`config.mk`:
```
export PLATFORM = sky130hd
export DESIGN_NAME = ndarray_setitem_regfile
export DESIGN_NICKNAME = d
export VERILOG_FILES = /design/src/rtl/ndarray_setitem_regfile_pkg.sv /design/src/rtl/ndarray_setitem_bank.sv /design/src/rtl/ndarray_setitem_regfile.sv
export SDC_FILE = /design/constraint.sdc
export NUM_CORES = 1
export LEC_CHECK = 0
export ABC_AREA = 1
export CAP_MARGIN = 5
export CORE_MARGIN = 2
export CORE_UTILIZATION = 30
export CTS_CLUSTER_SIZE = 28
export DETAILED_ROUTE_END_ITERATION = 16
export MAX_ROUTING_LAYER = met4
export PLACE_DENSITY = 0.53
export SLEW_MARGIN = 20
export SYNTH_ARGS = -nofsm -noshare
export SYNTH_HDL_FRONTEND = slang
export SYNTH_HIERARCHICAL = 1
export SYNTH_SLANG_ARGS = --single-unit
```
`constraint.sdc`:
```
create_clock -name CLK -period 1.1 [get_ports CLK]
set_input_delay 0.11 -clock CLK [delete_from_list [all_inputs] [get_ports CLK]]
set_output_delay 0.11 -clock CLK [all_outputs]
set_load 0.01 [all_outputs]
```
`src/rtl/ndarray_setitem_regfile_pkg.sv`:
```
// ---------------------------------------------------------------------------
// ndarray_setitem_regfile_pkg
//   Shared geometry and types for the runtime-indexed (setitem) ndarray
//   register file: BANKS x DEPTH x WIDTH elements of ELEM bits each.
//   Packed ordering follows the ndarray flattening: element [b][r][e] sits
//   at flat bits ((b*DEPTH+r)*WIDTH+e)*ELEM +: ELEM.
// ---------------------------------------------------------------------------
package ndarray_setitem_regfile_pkg;

  localparam int BANKS = 2;   // outermost dimension, one write/read port each
  localparam int DEPTH = 4;   // rows per bank
  localparam int WIDTH = 3;   // elements per row
  localparam int ELEM  = 2;   // bits per element

  // Row index width; kept at least 1 so a single-row bank still has a port.
  localparam int AW = (DEPTH > 1) ? $clog2(DEPTH) : 1;

  typedef logic [ELEM-1:0]  elem_t;
  typedef elem_t [WIDTH-1:0] row_t;
  typedef row_t  [DEPTH-1:0] bank_t;

endpackage

```
`src/rtl/ndarray_setitem_bank.sv`:
```
// ---------------------------------------------------------------------------
// ndarray_setitem_bank
//   One bank of the register array: DEPTH rows of row_t, a masked row write
//   at a runtime index, and a registered write-first read port.
//
// Ports
//   clk      in   rising-edge clock
//   rst      in   asynchronous active-high reset
//   wen      in   write enable
//   waddr    in   row index for the write
//   wdata    in   row data; element e is written where wmask[e] = 1
//   wmask    in   per-element write mask
//   raddr    in   row index for the read
//   rdata    out  registered read data (0 for out-of-range rows)
//   accepted out  this cycle's write is in range and will land at the edge
// ---------------------------------------------------------------------------
module ndarray_setitem_bank
  import ndarray_setitem_regfile_pkg::*;
(
  input  logic             clk,
  input  logic             rst,
  input  logic             wen,
  input  logic [AW-1:0]    waddr,
  input  row_t             wdata,
  input  logic [WIDTH-1:0] wmask,
  input  logic [AW-1:0]    raddr,
  output row_t             rdata,
  output logic             accepted
);

  bank_t mem;
  row_t  merged;
  row_t  rd_row;
  logic  w_ok;
  logic  r_ok;

  // Range checks only exist when DEPTH leaves unused index codes.
  if ((1 << AW) == DEPTH) begin : g_full_range
    assign w_ok = 1'b1;
    assign r_ok = 1'b1;
  end else begin : g_part_range
    assign w_ok = (int'(waddr) < DEPTH);
    assign r_ok = (int'(raddr) < DEPTH);
  end

  assign accepted = wen & w_ok;

  // Current row with the masked elements replaced; a zero mask yields the
  // unchanged row, so the write still "happens" for dirty tracking.
  always_comb begin
    // NOTE: default first so every path assigns merged and no latch is inferred.
    merged = mem[waddr];
    for (int e = 0; e < WIDTH; e++) begin
      if (wmask[e]) merged[e] = wdata[e];
    end
  end

  // Write-first: a read of the row being written sees the merged new row.
  always_comb begin
    rd_row = '0;
    if (r_ok) begin
      if (accepted && (raddr == waddr)) rd_row = merged;
      else                              rd_row = mem[raddr];
    end
  end

  always_ff @(posedge clk or posedge rst) begin
    if (rst) begin
      // NOTE: the array is register-built and must read 0 after reset, so it
      // is reset like any other flop rather than left to a RAM macro.
      mem   <= '0;
      rdata <= '0;
    end else begin
      // NOTE: non-blocking so every flop samples pre-edge values.
      if (accepted) mem[waddr] <= merged;
      rdata <= rd_row;
    end
  end

endmodule

```
`src/rtl/ndarray_setitem_regfile.sv`:
```
// ---------------------------------------------------------------------------
// ndarray_setitem_regfile
//   BANKS x DEPTH x WIDTH register array with one masked, runtime-indexed
//   row write port and one registered write-first read port per bank, plus
//   per-row dirty bits.
//
// Ports
//   CLK        in   rising-edge clock
//   ASYNCRESET in   asynchronous active-high reset
//   wen        in   [BANKS]               write enable per bank
//   waddr      in   [BANKS][AW]           write row index per bank
//   wdata      in   [BANKS] row_t         write row data per bank
//   wmask      in   [BANKS][WIDTH]        per-element write mask per bank
//   raddr      in   [BANKS][AW]           read row index per bank
//   rdata      out  [BANKS] row_t         registered read data per bank
//   dirty      out  [BANKS*DEPTH]         row dirty bits, bit b*DEPTH+r
//   clr_dirty  in   synchronous clear of all dirty bits (a same-edge write
//                   still leaves its own row's bit set)
// ---------------------------------------------------------------------------
module ndarray_setitem_regfile
  import ndarray_setitem_regfile_pkg::*;
(
  input  logic                        CLK,
  input  logic                        ASYNCRESET,
  input  logic [BANKS-1:0]            wen,
  input  logic [BANKS-1:0][AW-1:0]    waddr,
  input  row_t [BANKS-1:0]            wdata,
  input  logic [BANKS-1:0][WIDTH-1:0] wmask,
  input  logic [BANKS-1:0][AW-1:0]    raddr,
  output row_t [BANKS-1:0]            rdata,
  output logic [BANKS*DEPTH-1:0]      dirty,
  input  logic                        clr_dirty
);

  logic [BANKS-1:0]            accepted;
  logic [BANKS-1:0][DEPTH-1:0] set_vec;
  logic [BANKS-1:0][DEPTH-1:0] dirty_q;

  for (genvar b = 0; b < BANKS; b++) begin : g_bank
    ndarray_setitem_bank u_bank (
      .clk      (CLK),
      .rst      (ASYNCRESET),
      .wen      (wen[b]),
      .waddr    (waddr[b]),
      .wdata    (wdata[b]),
      .wmask    (wmask[b]),
      .raddr    (raddr[b]),
      .rdata    (rdata[b]),
      .accepted (accepted[b])
    );

    // One-hot row select for this bank's accepted write.
    assign set_vec[b] = accepted[b] ? (DEPTH'(1) << waddr[b]) : '0;
  end

  // Set wins over clear: the clear drops history, this edge's writes remain.
  always_ff @(posedge CLK or posedge ASYNCRESET) begin
    if (ASYNCRESET)     dirty_q <= '0;
    else if (clr_dirty) dirty_q <= set_vec;
    else                dirty_q <= dirty_q | set_vec;
  end

  // Packed [bank][row] flattens to bit b*DEPTH+r.
  assign dirty = dirty_q;

endmodule

```
==> results by group <==
Cells and area
  • Post-layout net count: 677
  • Commonest non-fill, non-tap cell in the layout: nand2_1
  • Diode count: 0
  • Util after Layout: 0.4405
  • Most frequent cells in the layout: nand2_1 (234), dfrtp_1 (68), buf_4 (55)
  • Layout area overhead: 43.16%
  • FILL cells: 1311
  • Share of cells above drive strength 1: 0.2442

Power and ir drop
  • Sw power: 2.530 mW
  • Sequential fraction of design power: 0.389
  • Combinational power share: 0.237
  • Power Dens Cells: 1502 nW/um2
  • Total power: ~8.4 mW
  • Clock power share: 0.374
  • Leakage power: 2.890 nW
  • P_int: 5.855 mW
  • Sw frac: 0.3018
  • Peak VDD IR: 0.9489 mV

Timing
  • Crit path time final: ~1.1 ns
  • Final setup viols: 0
  • Worst Tran Pin Value: 0.3175 ns
  • Final worst-path cycle share: 0.9798
  • RSZ-0062 raised after global routing: yes
  • Worst slew margin: 0.7880
  • Fmax: 927.9 MHz
  • Final hold viol count: 0
  • Setup Skew: 0.006856 ns
  • Max-slew violations: 0

Synthesis
  • Average size of a mapped cell: 7.301 um2
  • Synth Warn #: 6
  • Synth top area cells: dfrtp_1 (44%), nand2_1 (23%), nand3_1 (8.5%)
  • Synth top area share: 0.4365
  • Leading area contributor after synthesis: dfrtp_1
  • Synth Net Count: 565
  • Mapped cell area: roughly 3900 um2
  • Unique cell type count in the Yosys netlist: 19
  • Seq/Total Area, Yosys: 0.4365
  • Post-synthesis register bit count: 68
  • Syn Inst Count: 534

Global route
  • Largest net degree at the start of global routing: 31
  • Initial antenna violation count: 0
  • Vias in the first global route: ~3800
  • First-pass GRT wire length: ~20 mm
  • Gr usage total: 0.1832
  • Grt ovf: 0

CTS
  • CTS Hold Bufs: 0
  • Clk buf depth: 2
  • Clk root buf: clkbuf_16
  • Clock Pin Slew Worst Setup and Hold Paths: 0.06 ns
  • CTS tree: yes
  • Clock buffer count from CTS: 9
  • Later-pin clock latency in the skew report: 0.34 ns
  • Clk sink count: 68
  • # H-tree levels: 3

Die
  • I/O pin count: ~50
  • DIE AREA: 13920 um2
  • Core Rows: just over 40
  • Die Y: 118 um
  • Die W: 118 um
  • Placeable Area: 12670 um2
  • Initial Utilization: 0.3077

Place
  • GP Congestion: 0.9093
  • HPWL Detailed: around 8.4 mm
  • IO buf count: 50

Job
  • Max_cap viols: 0

Drt
  • WL/cell: 14.64 um
  • Total number of vias: 3921
  • Initial DRC count: around 310
  • DRT Pass-1 Iters: 4
  • Post-route ant nets: 0
  • Residual DRC: 0
  • Final WL: 12.05 mm
  • Via-to-Cell Ratio: 4.764

Worst setup path
  • Critical path's slowest cell: clkdlybuf4s50_1
  • Critical path capture point type: flip-flop
  • Setup crit start kind: input port
  • Critical Path, Cell by Cell: clkdlybuf4s50_1, buf_6, buf_4, nor3_4, buf_6, nand3_1, nand2_1
  • Largest stage delay on the critical path: 0.41 ns
  • Required time of the critical path: 1.38 ns
  • Most used cell, CP: buf_6
  • Critical Path AT: 1.36 ns
  • Crit Path Max Fanout: 6
  • Setup CP Type: in2reg

Outcome
  • Status: completed

Hold path
  • HP Class: in2async
## area by class of cell
cell class	instances	area, um2	area share
clock buffer	11	242.7	0.04349
clock inverter	5	75.07	0.01345
timing repair buffer	117	1092	0.1957
sequential	68	1702	0.3049
tap	172	215.2	0.03856
inverter	32	135.1	0.02421
multi-input combinational	418	2120	0.3797
## per-stage QoR
step	cells	setup TNS [ns]	instance area (um2)	hold slack, ns	worst slack, ns
after floorplan	534	0	3899	-0.07434	0.2177
after CTS	822	0	5390	0.1449	0.001574
final	823	0	5582	0.1483	0.02224
after global placement	804	-25.12	5030	0.4658	-0.4800
after detailed placement	804	-25.46	5030	0.4663	-0.4791
after global routing	823	-0.07728	5582	0.1783	-0.02432
## sequential cells by signal (all words and copies together), names as in the netlist
name and count:
g_bank.u_bank/mem 48, g_bank.u_bank/rdata 12, dirty 8
## Yosys cell counts
cell type and count:
nand3_2 16, nor2_4 2, o21a_1 7, inv_1 15, nand3_1 66, o21ai_0 29
inv_4 2, nand2_1 243, buf_6 6, nor3_4 4, or2_1 10, or2_2 2
dfrtp_1 68, nor2_1 33, nand2_2 4, buf_4 4, inv_2 15, xor2_2 2
buf_2 6
## path summary, 6_finish.rpt
| check | from | end | slack [ns] | cells past startpoint |
|---|---|---|---|---|
| setup reg to reg | g_bank[1].u_bank/mem[7]$_DFFE_PP0P_ | g_bank[1].u_bank/rdata[1]$_DFF_PP0_ | 0.09 | 6 |
| max in group asynchronous | ASYNCRESET | g_bank[0].u_bank/mem[10]$_DFFE_PP0P_ | 0.68 | 3 |
| hold reg to reg | dirty[5]$_DFF_PP0_ | dirty[5]$_DFF_PP0_ | 0.48 | 2 |
| min in group CLK | wen[0] | g_bank[0].u_bank/mem[23]$_DFFE_PP0P_ | 0.30 | 4 |
| setup / recovery | waddr[1] | g_bank[0].u_bank/mem[9]$_DFFE_PP0P_ | 0.02 | 7 |
| hold / removal | ASYNCRESET | dirty[7]$_DFF_PP0_ | 0.15 | 2 |
## worst max-delay path: cells and delay by family
kind	cells	cell delay, ns
buffers and inverters	4	0.87
and+or+nand+nor	3	0.36
## kinds of logic (layout without fill, tap and decap cells)
kind of cell              Yosys count  count (layout)  synth area share
and+or+nand+nor                   380             380            0.4397
DFF                                68              68            0.4365
buffers and inverters              48             165           0.06482
AOI/OAI and AO/OA                  36              36           0.05071
xor gates and xnor gates            2               2          0.008344
## layer usage
metal	wire length, um	vias to the layer above	track usage
met2	5245	113	0.2616
met4	216	0	0.06024
li1	-	1929	-
met3	711	18	0.04070
met5	0	-	-
met1	5874	1861	0.2570
## power by group through the flow
| stage | clock network, mW | logic (mW) | registers, mW |
|---|---|---|---|
| 3_5_place_dp | 0 | 1.90 | 3.30 |
| 3_3_place_gp | 0 | 1.89 | 3.29 |
| 5_1_grt | 3.36 | 2.21 | 3.31 |
| 2_1_floorplan | 0 | 1.08 | 3.27 |
| 6_report | 3.14 | 1.99 | 3.26 |
| 4_1_cts | 3.22 | 1.88 | 3.26 |
## repair_timing
item,CTS,global route
gates resized for setup,42,51
setup buffers,2,1
pin swaps,1,7
endpoints found under the hold margin,0,0
endpoints found under the setup margin,80,63
(Power assumes the default switching activity.)
